--- src/rtl/keypad_pkg.sv ---
// Shared types and helpers for the 4x4 keypad scanner: FSM state codes,
// geometry constants, column one-hot decode and key-code construction.
package keypad_pkg;

  localparam int KEY_W = 4;
  localparam int NROWS = 4;
  localparam int NCOLS = 4;

  localparam logic [1:0] SCAN     = 2'd0;
  localparam logic [1:0] DEBOUNCE = 2'd1;
  localparam logic [1:0] PRESS    = 2'd2;
  localparam logic [1:0] HOLD     = 2'd3;

  function automatic logic [NCOLS-1:0] col_onehot(input logic [1:0] idx);
    logic [NCOLS-1:0] v;
    v      = '0;
    v[idx] = 1'b1;
    return v;
  endfunction

  // row_pat is one-hot by construction; code = row_idx*4 + col_idx
  function automatic logic [KEY_W-1:0] key_code(input logic [NROWS-1:0] row_pat,
                                                input logic [1:0]       col_idx);
    logic [1:0] row_idx;
    row_idx = '0;
    for (int r = 0; r < NROWS; r++) begin
      if (row_pat[r]) row_idx = 2'(r);
    end
    return {row_idx, col_idx};
  endfunction

endpackage

--- src/rtl/sync_2ff.sv ---
// Two-flop synchronizer for asynchronous level inputs, synchronous
// active-high reset clears both stages.
module sync_2ff #(
  parameter int WIDTH = 1
) (
  input  logic             clk,
  input  logic             reset,
  input  logic [WIDTH-1:0] d_i,
  output logic [WIDTH-1:0] q_o
);

  logic [WIDTH-1:0] meta_q;
  logic [WIDTH-1:0] sync_q;

  // NOTE: non-blocking assignments make both stages sample pre-edge values;
  // blocking ones would collapse the chain into a single flop.
  always_ff @(posedge clk) begin
    if (reset) begin
      meta_q <= '0;
      sync_q <= '0;
    end else begin
      meta_q <= d_i;
      sync_q <= meta_q;
    end
  end

  assign q_o = sync_q;

endmodule

--- src/rtl/keypad_scan_ctrl.sv ---
// 4x4 keypad scan sequencer: column strobing, row debounce, valid/ready key
// delivery. Define KEYPAD_REPEAT_EN to enable auto-repeat while a key is held.
module keypad_scan_ctrl
  import keypad_pkg::*;
#(
  parameter int SETTLE_CYCLES = 4,
  parameter int DEBOUNCE_CNT  = 16,
  parameter int REPEAT_DELAY  = 2000,
  parameter int REPEAT_RATE   = 500
) (
  input  logic             clk,
  input  logic             reset,
  input  logic             scan_en,
  input  logic [NROWS-1:0] rows,
  output logic [NCOLS-1:0] cols,
  output logic [1:0]       counter_cols,
  output logic [KEY_W-1:0] key,
  output logic             key_valid,
  input  logic             key_ready,
  output logic             overflow,
  output logic             busy
);

  localparam int SW = (SETTLE_CYCLES > 1) ? $clog2(SETTLE_CYCLES) : 1;
  localparam int DW = (DEBOUNCE_CNT > 1) ? $clog2(DEBOUNCE_CNT) : 1;
  localparam logic [SW-1:0] SETTLE_LAST = SW'(SETTLE_CYCLES - 1);
  localparam logic [DW-1:0] DEB_LAST    = DW'(DEBOUNCE_CNT - 1);

  logic [NROWS-1:0] rows_s;

  logic [1:0]       state_q, state_d;
  logic [1:0]       col_q, col_d;
  logic [SW-1:0]    settle_q, settle_d;
  logic [DW-1:0]    deb_q, deb_d;
  logic [DW-1:0]    rel_q, rel_d;
  logic [NROWS-1:0] cap_q, cap_d;
  logic [KEY_W-1:0] key_q, key_d;
  logic             key_valid_q, key_valid_d;
  logic             overflow_q, overflow_d;
  logic             issue;

`ifdef KEYPAD_REPEAT_EN
  localparam int RMAX = (REPEAT_DELAY > REPEAT_RATE) ? REPEAT_DELAY : REPEAT_RATE;
  localparam int RW   = (RMAX > 1) ? $clog2(RMAX) : 1;
  localparam logic [RW-1:0] DELAY_LAST = RW'(REPEAT_DELAY - 1);
  localparam logic [RW-1:0] RATE_LAST  = RW'(REPEAT_RATE - 1);

  logic [RW-1:0] rep_q, rep_d;
  logic          armed_q, armed_d;
`else
  logic unused_repeat_params;
  assign unused_repeat_params = (REPEAT_DELAY > 0) ^ (REPEAT_RATE > 0);
`endif

  sync_2ff #(.WIDTH(NROWS)) u_row_sync (
    .clk   (clk),
    .reset (reset),
    .d_i   (rows),
    .q_o   (rows_s)
  );

  // NOTE: every variable gets a default first so no path leaves it unassigned,
  // which would otherwise infer a latch.
  always_comb begin
    state_d  = state_q;
    col_d    = col_q;
    settle_d = settle_q;
    deb_d    = deb_q;
    rel_d    = rel_q;
    cap_d    = cap_q;
    issue    = 1'b0;
`ifdef KEYPAD_REPEAT_EN
    rep_d    = rep_q;
    armed_d  = armed_q;
`endif

    if (!scan_en) begin
      state_d  = SCAN;
      settle_d = '0;
      deb_d    = '0;
      rel_d    = '0;
`ifdef KEYPAD_REPEAT_EN
      rep_d    = '0;
      armed_d  = 1'b0;
`endif
    end else begin
      case (state_q)
        SCAN: begin
          if (settle_q == SETTLE_LAST) begin
            settle_d = '0;
            // Ghosts and chords (several rows at once) are treated as no key
            if ($onehot(rows_s)) begin
              cap_d   = rows_s;
              deb_d   = '0;
              state_d = DEBOUNCE;
            end else begin
              col_d = col_q + 2'd1;
            end
          end else begin
            settle_d = settle_q + SW'(1);
          end
        end

        DEBOUNCE: begin
          if (rows_s == cap_q) begin
            if (deb_q == DEB_LAST) begin
              deb_d   = '0;
              state_d = PRESS;
            end else begin
              deb_d = deb_q + DW'(1);
            end
          end else begin
            deb_d    = '0;
            settle_d = '0;
            state_d  = SCAN;
          end
        end

        PRESS: begin
          issue   = 1'b1;
          rel_d   = '0;
          state_d = HOLD;
`ifdef KEYPAD_REPEAT_EN
          rep_d   = '0;
          armed_d = 1'b0;
`endif
        end

        default: begin  // HOLD
          if (rows_s == '0) begin
            if (rel_q == DEB_LAST) begin
              rel_d    = '0;
              settle_d = '0;
              col_d    = col_q + 2'd1;
              state_d  = SCAN;
            end else begin
              rel_d = rel_q + DW'(1);
            end
          end else begin
            rel_d = '0;
          end
`ifdef KEYPAD_REPEAT_EN
          if (rows_s == cap_q) begin
            if (rep_q == (armed_q ? RATE_LAST : DELAY_LAST)) begin
              rep_d   = '0;
              armed_d = 1'b1;
              issue   = 1'b1;
            end else begin
              rep_d = rep_q + RW'(1);
            end
          end else begin
            rep_d   = '0;
            armed_d = 1'b0;
          end
`endif
        end
      endcase
    end
  end

  // Handshake: a fresh code may replace one being consumed in the same cycle
  always_comb begin
    key_d       = key_q;
    key_valid_d = key_valid_q;
    overflow_d  = overflow_q;
    if (key_valid_q && key_ready) key_valid_d = 1'b0;
    if (issue) begin
      if (!key_valid_q || key_ready) begin
        key_d       = key_code(cap_q, col_q);
        key_valid_d = 1'b1;
      end else begin
        overflow_d = 1'b1;
      end
    end
  end

  always_ff @(posedge clk) begin
    if (reset) begin
      state_q     <= SCAN;
      col_q       <= '0;
      settle_q    <= '0;
      deb_q       <= '0;
      rel_q       <= '0;
      cap_q       <= '0;
      key_q       <= '0;
      key_valid_q <= 1'b0;
      overflow_q  <= 1'b0;
`ifdef KEYPAD_REPEAT_EN
      rep_q       <= '0;
      armed_q     <= 1'b0;
`endif
    end else begin
      state_q     <= state_d;
      col_q       <= col_d;
      settle_q    <= settle_d;
      deb_q       <= deb_d;
      rel_q       <= rel_d;
      cap_q       <= cap_d;
      key_q       <= key_d;
      key_valid_q <= key_valid_d;
      overflow_q  <= overflow_d;
`ifdef KEYPAD_REPEAT_EN
      rep_q       <= rep_d;
      armed_q     <= armed_d;
`endif
    end
  end

  assign cols         = scan_en ? col_onehot(col_q) : '0;
  assign counter_cols = col_q;
  assign key          = key_q;
  assign key_valid    = key_valid_q;
  assign overflow     = overflow_q;
  assign busy         = (state_q != SCAN);

endmodule
--- config.mk ---
export PLATFORM = sky130hd
export DESIGN_NAME = keypad_scan_ctrl
export DESIGN_NICKNAME = d
export VERILOG_FILES = /design/src/rtl/keypad_pkg.sv /design/src/rtl/sync_2ff.sv /design/src/rtl/keypad_scan_ctrl.sv
export SDC_FILE = /design/constraint.sdc
export NUM_CORES = 1
export LEC_CHECK = 0
export BUFFER_PORTS_ARGS = -buffer_cell sky130_fd_sc_hd__buf_2
export CAP_MARGIN = 20
export CORE_MARGIN = 4
export CORE_UTILIZATION = 51
export CTS_CLUSTER_DIAMETER = 200
export DETAILED_ROUTE_END_ITERATION = 12
export GPL_ROUTABILITY_DRIVEN = 0
export PLACE_DENSITY = 0.74
export SLEW_MARGIN = 15
export SYNTH_ARGS = -nofsm -noshare
export SYNTH_HDL_FRONTEND = slang
export SYNTH_HIERARCHICAL = 1
export SYNTH_SLANG_ARGS = --single-unit
export TNS_END_PERCENT = 20
--- constraint.sdc ---
create_clock -name clk -period 2.6 [get_ports clk]
set_input_delay 0.26 -clock clk [delete_from_list [all_inputs] [get_ports clk]]
set_output_delay 0.26 -clock clk [all_outputs]
set_load 0.02 [all_outputs]
# Word-level counts from Yosys, hierarchy flattened
# Index checks and enable logic that the tools add are counted.
# Widths: inputs -> output; s select.
# totals
reg_bits,32
output_inout_bits,13
input_bits,8
# classes
n_mux,34
order_cmp,2
reduce_logical,24
n_eq_ne,12
n_bitwise,4
add_sub_neg,7
# op_table
op,n
$mux 2,14
$mux 4,7
$pmux 4 s2,2
$pmux 2 s3,2
$add 4x1->4 const B,2
$eq 4x4->1 const B,2
$ne 2x2->1 const B,4
$reduce_and 4->1,2
$reduce_bool 2->1,4
$reduce_bool 4->1,2
$mux 1,7
$reduce_and 6->1,1
$reduce_bool 3->1,2
$reduce_or 2->1,3
$reduce_and 5->1,1
$add 1x1->2,2
$add 2x1->2 const B,2
$eq 2x2->1 const B,2
$eq 4x4->1,1
$logic_not 4->1,1
$not 1->1,4
$pmux 2 s2,1
$reduce_and 2->1,2
$add 2x2->3,1
11 further kinds,12

# Logic depth before layout (Yosys ltp)
# Gate-level depths: netlist of run 1.
# depth
word_depth,6
depth_mapped,10
ltp_nobuf,10

# By module
# The synthesis of run 1 kept the hierarchy.
# by_module_without_submodules
mod,n_inst,area_per_inst_um2,seq_area_each_um2,cells_each
keypad_scan_ctrl,1,1452.6,480.5,170
sync_2ff,1,210.2,160.2,16

# Worst setup path after synthesis of run 1
# Ideal clock, no wire load.
# synth_timing
path_kind,register -> register
startpoint,"register u_row_sync.sync_q[3], in the netlist u_row_sync/q_o[3]"
endpoint,register deb_q[3]
synth_period_minus_slack_ps,2545
setup_time_ps,74
path_stages_with_launch,10
slack_ps,55
arrival_ps,2471
cell_sequence,dfxtp_1 > inv_1 > fa_1 > inv_1 > ha_1 > ha_1 > and4bb_1 > mux2i_1 > or4b_1 > a31oi_1
# synth_between
elab_chain_len,5
elab_cells_between_ends,8
# synth_rtl
element,line_no,rtl
from (decl),sync_2ff.sv:13,logic [WIDTH-1:0] sync_q;
from (signal assigned),sync_2ff.sv:23,sync_q <= meta_q;
$add 1x1->2 (implied by the code),keypad_scan_ctrl.sv:92,if ($onehot(rows_s)) begin
$add 2x2->3 (implied by the code),keypad_scan_ctrl.sv:92,
$eq 3x1->1,keypad_scan_ctrl.sv:92,
$ne 2x2->1 (no line),--,
$reduce_and 3->1 (no line),--,
to (signal assigned),keypad_scan_ctrl.sv:182,deb_q <= '0;
to (signal assigned),keypad_scan_ctrl.sv:196,deb_q <= deb_d;
to (decl),keypad_scan_ctrl.sv:34,"logic [DW-1:0] deb_q, deb_d;"
# Parallel ways exist; a longest one is shown, timed or not.
# A chain may end at the register's enable or synchronous reset.

# Worst setup path in the final report of run 1
# layout_timing
startpoint,"register u_row_sync.sync_q[0], in the netlist u_row_sync/q_o[0]"
endpoint,register deb_q[3]
# Same word-level chain as after synthesis.

==> run metrics, run 1 <==
Worst path max stage delay 520 ps; Post-Route WL 3200 um; die area 4240 um2; H-tree lvl count 2; CTS buffer count 5; area of the multi-input gates 947 um2; syn avg cell area 8.94 um2; LEAKAGE 0.770 nW; hold buffers post-CTS 0; Tmin final 2530 ps; Max clock buf depth 2; Post-DRT Antenna Nets 0; Clock Latency Late Sink 330 ps; Distinct cells, synth 39; power per cell area 433 nW/um2; Slew HR 66.9%; CTS tree yes; PortBufs 20; CP max stage cell fa_1; worst hold path depth 2; worst r2r path cells 9; Hold Startpoint rows[1]; drt initial violations 80; vias 1352; FF-to-FF End deb_q[3]$_SDFFE_PP0P_; Root Buffer clkbuf_4; All-Layer GR Usage 16.9%; predominant post-synthesis flop cell dfxtp_1; chip height 65.1 um; fin. max-slew vios 0; I/O Pins 21; fin util 61.3%; vias in the first global route 1287; Via density 5.28; clk slew on worst S/H paths 90 ps; post-route cell area 1890 um2; async set-reset flop share out of synthesis 0%; WP buf/inv 2; top cell family by delay on the critical path adder cells; initial antenna violation count 0; part of the Yosys area used for sequential elements 38.5%; Crit Reg-Reg Startpoint u_row_sync/q_o[0]$_SDFF_PP0_; Tcrit/Tclk final 97.3%; WHS 139 ps; status finished, final reports clean; top-count cell post-synth dfxtp_1; fill count 283; DP Area 1800 um2; largest net degree at the start of global routing 23; Synth top area share 38.5%; Post-synth EDFFs 0; diodes inserted 0; fraction of layout cells with a size suffix above 1 20.8%; Power, Total 0.816 mW; top post-synthesis cells by area dfxtp_1, ha_1, mux2i_1; final net count 235; hpwl dp 2430 um; Mapped Cells 186; hold endpoint u_row_sync/meta_q[1]$_SDFF_PP0_; final setup violation count 0; synth cell count leaders dfxtp_1, nor2_1, inv_1; CP arrival 2780 ps; maximum clock rate 395 MHz; core area 3080 um2; synth warn 6; Setup crit start kind flop; number of iterations in the first detailed-routing pass 4; Critical Path, Cell by Cell inv_2 > fa_1 > inv_1 > ha_2 > ha_4 > and4bb_1 > mux2i_2 > or4b_1 > a31oi_1; maximum VDD drop 0.325 mV; flop-to-flop setup slack 70 ps; max cap viols 0; Yosys top cell by area dfxtp_1; Clock Skews 12.2 ps; Crit. End Element flop; number of core rows 20; Tightest Pin Transition 495 ps; HP Class in2reg; crit path kind reg2reg; WL/cell 12.5 um; syn nets 209; area occupied by registers 643 um2; Remaining DRCs 0; area delta synth->final 13.4%; flops & latches, synth 32; mapped cell area 1660 um2; worst-path fanout max 3; Starting Density 54.0%; Worst EP required 2850 ps; final hold violation count 0; first-pass GRT wire length 5550 um; total grt overflow 0; Die X-Extent 65.1 um; total clock sinks 32
==> registers in the layout, indices dropped and copies added (netlist names), 4 cells and up <==
signal	cells
rel_q	4
u_row_sync/meta_q	4
cap_q	4
key	4
deb_q	4
u_row_sync/q_o	4
==> per-layer routing <==
| layer | up-vias | GRT usage (%) | wire length (um) |
|---|---|---|---|
| met2 | 24 | 29.8 | 1640 |
| li1 | 686 | - | - |
| met3 | 4 | 5.81 | 153 |
| met4 | 0 | 5.44 | 23 |
| met1 | 638 | 19.2 | 1370 |
| met5 | - | 0 | 0 |
==> cells in the final DEF (no fill, tap or decap), types with 5 or more instances in the layout <==
cell type | synthesis | routed
nor2_1 | 19 | 19
mux2i_1 | 9 | 8
nor2b_1 | 10 | 10
a21oi_1 | 11 | 11
xnor2_1 | 5 | 5
nand2_1 | 8 | 8
buf_4 | 0 | 5
inv_1 | 15 | 13
o21ai_0 | 7 | 7
dfxtp_1 | 32 | 30
clkbuf_4 | 0 | 5
nand3_1 | 9 | 9
ha_1 | 14 | 12
buf_2 | 0 | 20
==> area by class of cell <==
class / count / area share [%]
multi-input cells: 133 / 50.2
well taps: 44 / 2.92
inverters: 15 / 2.99
clock buffers: 6 / 2.19
flip-flops and latches: 32 / 34.1
clock inverters: 1 / 0.265
repair buffers: 25 / 7.30
==> cell families (layout without fill, tap and decap cells) <==
logic type / Yosys count / after routing / synth area share [%]
flops: 32 / 32 / 38.5
xor+xnor: 5 / 5 / 2.63
simple gates: 72 / 72 / 24.4
fa+ha+maj: 15 / 15 / 11.7
compound gates: 32 / 32 / 11.7
buf+inv: 21 / 47 / 5.64
mux: 9 / 9 / 5.42
==> timing repair <==
action,CTS,global route
buffers inserted,0,3
gates cloned,0,0
pin swaps,0,4
gates resized for setup,2,5
endpoints found under the setup margin,1,1
==> power breakdown <==
group	total [mW]	switching, mW	internal, mW
Combinational	0.0557	0.0309	0.0248
Sequential	0.502	0.00494	0.498
Clock	0.257	0.158	0.0995
Total	0.816	0.194	0.622
==> through the flow <==
| stage | std cells | TNS (ps) | worst slack (ps) |
|---|---|---|---|
| 2_1_floorplan | 186 | 0 | 54.6 |
| 3_3_place_gp | 246 | 0 | 105 |
| 3_5_place_dp | 246 | -10.9 | -10.9 |
| 4_1_cts | 253 | 0 | 14.5 |
| 5_1_grt | 256 | -5.63 | -5.63 |
| 6_report | 256 | 0 | 70.1 |
==> worst max path at each step <==
| stage | from | endpoint | slack (ps) | cells past startpoint |
|---|---|---|---|---|
| 2_1_floorplan | u_row_sync/q_o[3]$_SDFF_PP0_ | deb_q[3]$_SDFFE_PP0P_ | 50 | 9 |
| 3_3_place_gp | u_row_sync/q_o[0]$_SDFF_PP0_ | deb_q[3]$_SDFFE_PP0P_ | 100 | 9 |
| 3_5_place_dp | u_row_sync/q_o[0]$_SDFF_PP0_ | deb_q[3]$_SDFFE_PP0P_ | -10 | 9 |
| 4_1_cts | u_row_sync/q_o[0]$_SDFF_PP0_ | deb_q[3]$_SDFFE_PP0P_ | 10 | 9 |
| 5_1_grt | u_row_sync/q_o[0]$_SDFF_PP0_ | deb_q[3]$_SDFFE_PP0P_ | -6 | 9 |
| 6_report | u_row_sync/q_o[0]$_SDFF_PP0_ | deb_q[3]$_SDFFE_PP0P_ | 70 | 9 |
No activity file was read; power rests on OpenSTA's default activity.
==> inputs of run 2 (changes only) <==
- clock period: 2.6 -> 2.2 ns (I/O delays scaled with it)
==> run metrics, run 2 (same netlist as run 1, synthesis figures left out) <==
maximum VDD drop 0.429 mV (was 0.325 mV); CP arrival 2710 ps (was 2780 ps); I/O Pins 21 (unchanged); Starting Density 54.0% (unchanged); Tmin final 2430 ps (was 2530 ps); hold buffers post-CTS 0 (unchanged); Final Worst Setup Slack -234 ps (was 70.1 ps); worst setup path end deb_q[3]$_SDFFE_PP0P_ (unchanged); FF-to-FF End deb_q[3]$_SDFFE_PP0P_ (unchanged); diodes inserted 0 (unchanged); fin. max-slew vios 0 (unchanged); H-tree lvl count 2 (unchanged); violated checks negative setup slack; Post-DRT Antenna Nets 0 (unchanged); Remaining DRCs 0 (unchanged); unrepaired setup endpoints after global routing yes; maximum clock rate 411 MHz (was 395 MHz); crit path kind reg2reg (unchanged); CTS buffer count 5 (unchanged); final setup violation count 12 (was 0); Crit. End Element flop (unchanged); CTS tree yes (unchanged); total clock sinks 32 (unchanged); Die X-Extent 65.1 um (unchanged); final hold violation count 0 (unchanged); Worst Setup SP u_row_sync/q_o[3]$_SDFF_PP0_ (was u_row_sync/q_o[0]$_SDFF_PP0_); number of iterations in the first detailed-routing pass 4 (unchanged); Final TNS setup -1870 ps (was 0 ps); die area 4240 um2 (unchanged); first-pass GRT wire length 6090 um (was 5550 um); WL/cell 13.1 um (was 12.5 um); LEAKAGE 0.819 nW (was 0.770 nW); Setup crit start kind flop (unchanged); Slew HR 62.0% (was 66.9%); fin util 65.0% (was 61.3%); most common cell after layout, fill and taps aside dfxtp_1 (unchanged); core area 3080 um2 (unchanged); number of core rows 20 (unchanged); Root Buffer clkbuf_4 (unchanged); initial antenna violation count 0 (unchanged); fraction of layout cells with a size suffix above 1 25.9% (was 20.8%); flop-to-flop setup slack -230 ps (was 70 ps); PortBufs 20 (unchanged); total grt overflow 0 (unchanged); highest-count cells in the layout ignoring fill and taps dfxtp_1, buf_2, nor2_1 (unchanged); clk slew on worst S/H paths 110 ps (was 90 ps); Max clock buf depth 2 (unchanged); Crit Reg-Reg Startpoint u_row_sync/q_o[3]$_SDFF_PP0_ (was u_row_sync/q_o[0]$_SDFF_PP0_); final net count 242 (was 235); status finished, violations left (was finished, final reports clean); Tcrit/Tclk final 111% (was 97.3%); worst r2r path cells 9 (unchanged); chip height 65.1 um (unchanged); power per cell area 556 nW/um2 (was 433 nW/um2); max cap viols 0 (unchanged); Post-Route WL 3450 um (was 3200 um); vias 1443 (was 1352); area delta synth->final 20.3% (was 13.4%); Worst EP required 2470 ps (was 2850 ps); Via density 5.47 (was 5.28); worst-path fanout max 2 (was 3); vias in the first global route 1435 (was 1287); drt initial violations 155 (was 80); largest net degree at the start of global routing 23 (unchanged); Clock Latency Late Sink 340 ps (was 330 ps); All-Layer GR Usage 18.2% (was 16.9%); hpwl dp 2580 um (was 2430 um); Tightest Pin Transition 569 ps (was 495 ps); Clock Skews 12.6 ps (was 12.2 ps); HP Class in2reg (unchanged)
run 2: timing repair:
| action | CTS | global route |
|---|---|---|
| endpoints found under the setup margin | 12 | 12 |
| pin swaps | 10 | 2 |
| gates resized for setup | 6 | 0 |
| gates cloned | 0 | 0 |
| buffers inserted | 2 | 0 |
run 2: layer usage:
layer	part of all wire (%)	up-vias	track usage [%]
met3	5.2	14	4.27
met1	42	673	20.1
met5	0	-	0
met4	2.6	0	5.96
li1	-	703	-
met2	50	53	34.0
run 2: final cells by class:
| class | count | area (um2) |
|---|---|---|
| Tap cell | 44 | 55.1 |
| Multi-Input combinational cell | 133 | 975 |
| Clock inverter | 2 | 35.0 |
| Timing Repair Buffer | 32 | 194 |
| Clock buffer | 6 | 41.3 |
| Sequential cell | 32 | 644 |
| Fill cell | 264 | 1080 |
| Inverter | 15 | 56.3 |
run 2: how the worst min path moves through the flow:
stage | start | end | slack [ps] | cells after the start
after global routing | rows[1] | u_row_sync/meta_q[1]$_SDFF_PP0_ | 110 | 2
final | rows[1] | u_row_sync/meta_q[1]$_SDFF_PP0_ | 90 | 2
after detailed placement | u_row_sync/meta_q[3]$_SDFF_PP0_ | u_row_sync/q_o[3]$_SDFF_PP0_ | 430 | 1
after global placement | u_row_sync/meta_q[3]$_SDFF_PP0_ | u_row_sync/q_o[3]$_SDFF_PP0_ | 420 | 1
after CTS | rows[1] | u_row_sync/meta_q[1]$_SDFF_PP0_ | 90 | 2
after floorplan | reset | u_row_sync/q_o[0]$_SDFF_PP0_ | 280 | 1
run 2: report_power, final:
| part | leakage (nW) | switching, mW | internal [mW] |
|---|---|---|---|
| clock network | 0.0422 | 0.207 | 0.238 |
| registers | 0.261 | 0.00525 | 0.588 |
| logic | 0.516 | 0.0387 | 0.0356 |
| total | 0.819 | 0.251 | 0.862 |
run 2: through the flow:
stage | worst slack [ps] | power (mW) | hold slack (ps) | cells | area [um2]
3_3_place_gp | -218 | 0.676 | 418 | 254 | 1890
2_1_floorplan | -250 | 0.650 | 284 | 186 | 1710
4_1_cts | -263 | 1.11 | 92.2 | 264 | 2000
3_5_place_dp | -290 | 0.680 | 428 | 254 | 1890
6_report | -234 | 1.11 | 91.1 | 264 | 2000
5_1_grt | -357 | 1.14 | 106 | 264 | 2000
run 2: critical path, stage by stage, from the launching register on:
cell	delay, ps
dfxtp_2	340
inv_2	40
fa_1	530
inv_1	40
ha_2	170
ha_4	210
and4bb_2	330
mux2i_4	80
or4b_1	480
a31oi_1	140
==> inputs of run 3 (changes only) <==
- CORE_UTILIZATION: 51 -> 56
- PLACE_DENSITY: 0.74 -> 0.77
- clock period: 2.2 -> 2.5 ns (I/O delays scaled with it)
==> run metrics, run 3 (same netlist as run 1, synthesis figures left out) <==
status finished, final reports clean (was finished, violations left); FF-to-FF End deb_q[3]$_SDFFE_PP0P_ (unchanged); Starting Density 59.3% (was 54.0%); worst setup path end deb_q[3]$_SDFFE_PP0P_ (unchanged); WHS 136 ps (was 91.1 ps); drt initial violations 125 (was 155); DP Area 1810 um2 (was 1890 um2); Max clock buf depth 2 (unchanged); unrepaired setup endpoints after global routing yes (unchanged); Slew HR 67.1% (was 62.0%); I/O Pins 21 (unchanged); post-route cell area 1910 um2 (was 2000 um2); largest net degree at the start of global routing 23 (unchanged); Critical Path, Cell by Cell inv_2 > fa_1 > inv_2 > ha_4 > ha_4 > and4bb_2 > mux2i_4 > or4b_1 > a31oi_1 (was inv_2 > fa_1 > inv_1 > ha_2 > ha_4 > and4bb_2 > mux2i_4 > or4b_1 > a31oi_1); most common cell after layout, fill and taps aside dfxtp_1 (unchanged); die area 3910 um2 (was 4240 um2); H-tree lvl count 2 (unchanged); fill count 231 (was 264); final net count 236 (was 242); chip height 62.5 um (was 65.1 um); LEAKAGE 0.778 nW (was 0.819 nW); Tcrit/Tclk final 98.1% (was 111%); fin util 68.2% (was 65.0%); HP Class in2reg (unchanged); power per cell area 466 nW/um2 (was 556 nW/um2); Die X-Extent 62.5 um (was 65.1 um); Post-DRT Antenna Nets 0 (unchanged); fin. max-slew vios 0 (unchanged); Clock Skews 9.55 ps (was 12.6 ps); fraction of layout cells with a size suffix above 1 22.4% (was 25.9%); CP max stage cell fa_1 (unchanged); Root Buffer clkbuf_4 (unchanged); maximum clock rate 408 MHz (was 411 MHz); final hold violation count 0 (unchanged); total grt overflow 0 (unchanged); Setup crit start kind flop (unchanged); vias in the first global route 1455 (was 1435); vias 1357 (was 1443); CTS buffer count 5 (unchanged); first-pass GRT wire length 6000 um (was 6090 um); crit path kind reg2reg (unchanged); diodes inserted 0 (unchanged); Remaining DRCs 0 (unchanged); area of the multi-input gates 966 um2 (was 975 um2); Post-Route WL 3340 um (was 3450 um); hold buffers post-CTS 0 (unchanged); Final Worst Setup Slack 46.5 ps (was -234 ps); Tmin final 2450 ps (was 2430 ps); clk slew on worst S/H paths 90 ps (was 110 ps); area occupied by registers 644 um2 (unchanged); worst r2r path cells 9 (unchanged); Clock Latency Late Sink 320 ps (was 340 ps); CP arrival 2710 ps (about the same); WL/cell 13.6 um (was 13.1 um); PortBufs 20 (unchanged); CTS tree yes (unchanged); area delta synth->final 15.0% (was 20.3%); Place WS -55.6 ps (was -290 ps); max cap viols 0 (unchanged); Via density 5.54 (was 5.47); Crit. End Element flop (unchanged); core area 2810 um2 (was 3080 um2); highest-count cells in the layout ignoring fill and taps dfxtp_1, buf_2, nor2_1 (unchanged); All-Layer GR Usage 18.8% (was 18.2%); Tightest Pin Transition 493 ps (was 569 ps); total clock sinks 32 (unchanged); Power, Total 0.891 mW (was 1.11 mW); maximum VDD drop 0.460 mV (was 0.429 mV); Worst path max stage delay 540 ps (was 530 ps); Worst Setup SP u_row_sync/q_o[1]$_SDFF_PP0_ (was u_row_sync/q_o[3]$_SDFF_PP0_); final setup violation count 0 (was 12); hpwl dp 2470 um (was 2580 um); flop-to-flop setup slack 50 ps (was -230 ps); number of core rows 19 (was 20); worst-path fanout max 3 (was 2); Crit Reg-Reg Startpoint u_row_sync/q_o[1]$_SDFF_PP0_ (was u_row_sync/q_o[3]$_SDFF_PP0_); Worst EP required 2760 ps (was 2470 ps); number of iterations in the first detailed-routing pass 4 (unchanged); initial antenna violation count 0 (unchanged)
==> run 3: what timing repair did <==
item / 4_1_cts / 5_1_grt
pin swaps: 4 / 7
buffers inserted: 1 / 1
endpoints found under the setup margin: 1 / 5
resized for setup: 3 / 5
==> run 3: worst min path at each step <==
| stage | start | end | slack [ps] | cells after the start |
|---|---|---|---|---|
| floorplan | reset | u_row_sync/q_o[0]$_SDFF_PP0_ | 310 | 1 |
| global placement | u_row_sync/meta_q[2]$_SDFF_PP0_ | u_row_sync/q_o[2]$_SDFF_PP0_ | 430 | 1 |
| detailed placement | u_row_sync/meta_q[0]$_SDFF_PP0_ | u_row_sync/q_o[0]$_SDFF_PP0_ | 430 | 1 |
| CTS | rows[1] | u_row_sync/meta_q[1]$_SDFF_PP0_ | 120 | 2 |
| global route | rows[1] | u_row_sync/meta_q[1]$_SDFF_PP0_ | 130 | 2 |
| finish | rows[1] | u_row_sync/meta_q[1]$_SDFF_PP0_ | 140 | 2 |
==> run 3: layout make-up <==
class                      instances  area share (%)
multi-input combinational        133            50.5
sequential                        32            33.7
timing repair buffer              26            7.78
clock buffer                       8            3.07
inverter                          15            2.94
tap                               31            2.03
==> run 3: routing by layer <==
layer,GRT usage [%],vias up,routed length (um)
met5,0,-,0
met1,20.2,623,1450
met3,6.29,10,160
li1,-,690,-
met4,8.82,0,61
met2,33.0,34,1670
==> run 3: worst max-delay path, delay by kind of cell, from the launching register on <==
family / cells / cell delay, ps
multiplexers: 1 / 80
AND/OR/NAND/NOR: 2 / 810
adder cells (fa/ha/maj): 3 / 900
flip-flops: 1 / 340
buffers and inverters: 2 / 90
AO/OA/AOI/OAI: 1 / 160
==> run 3: stage by stage <==
stage | TNS [ps] | std cells
after global routing | -43.0 | 245
after CTS | 0 | 244
after detailed placement | -55.6 | 235
after floorplan | 0 | 186
after global placement | 0 | 235
final | 0 | 245
==> run 3: power by group <==
part	leakage [nW]	total, mW	internal, mW	switching [mW]
Combinational	0.484	0.0633	0.0286	0.0347
Clock	0.0326	0.305	0.139	0.166
Sequential	0.261	0.522	0.518	0.00484
Total	0.778	0.891	0.685	0.206
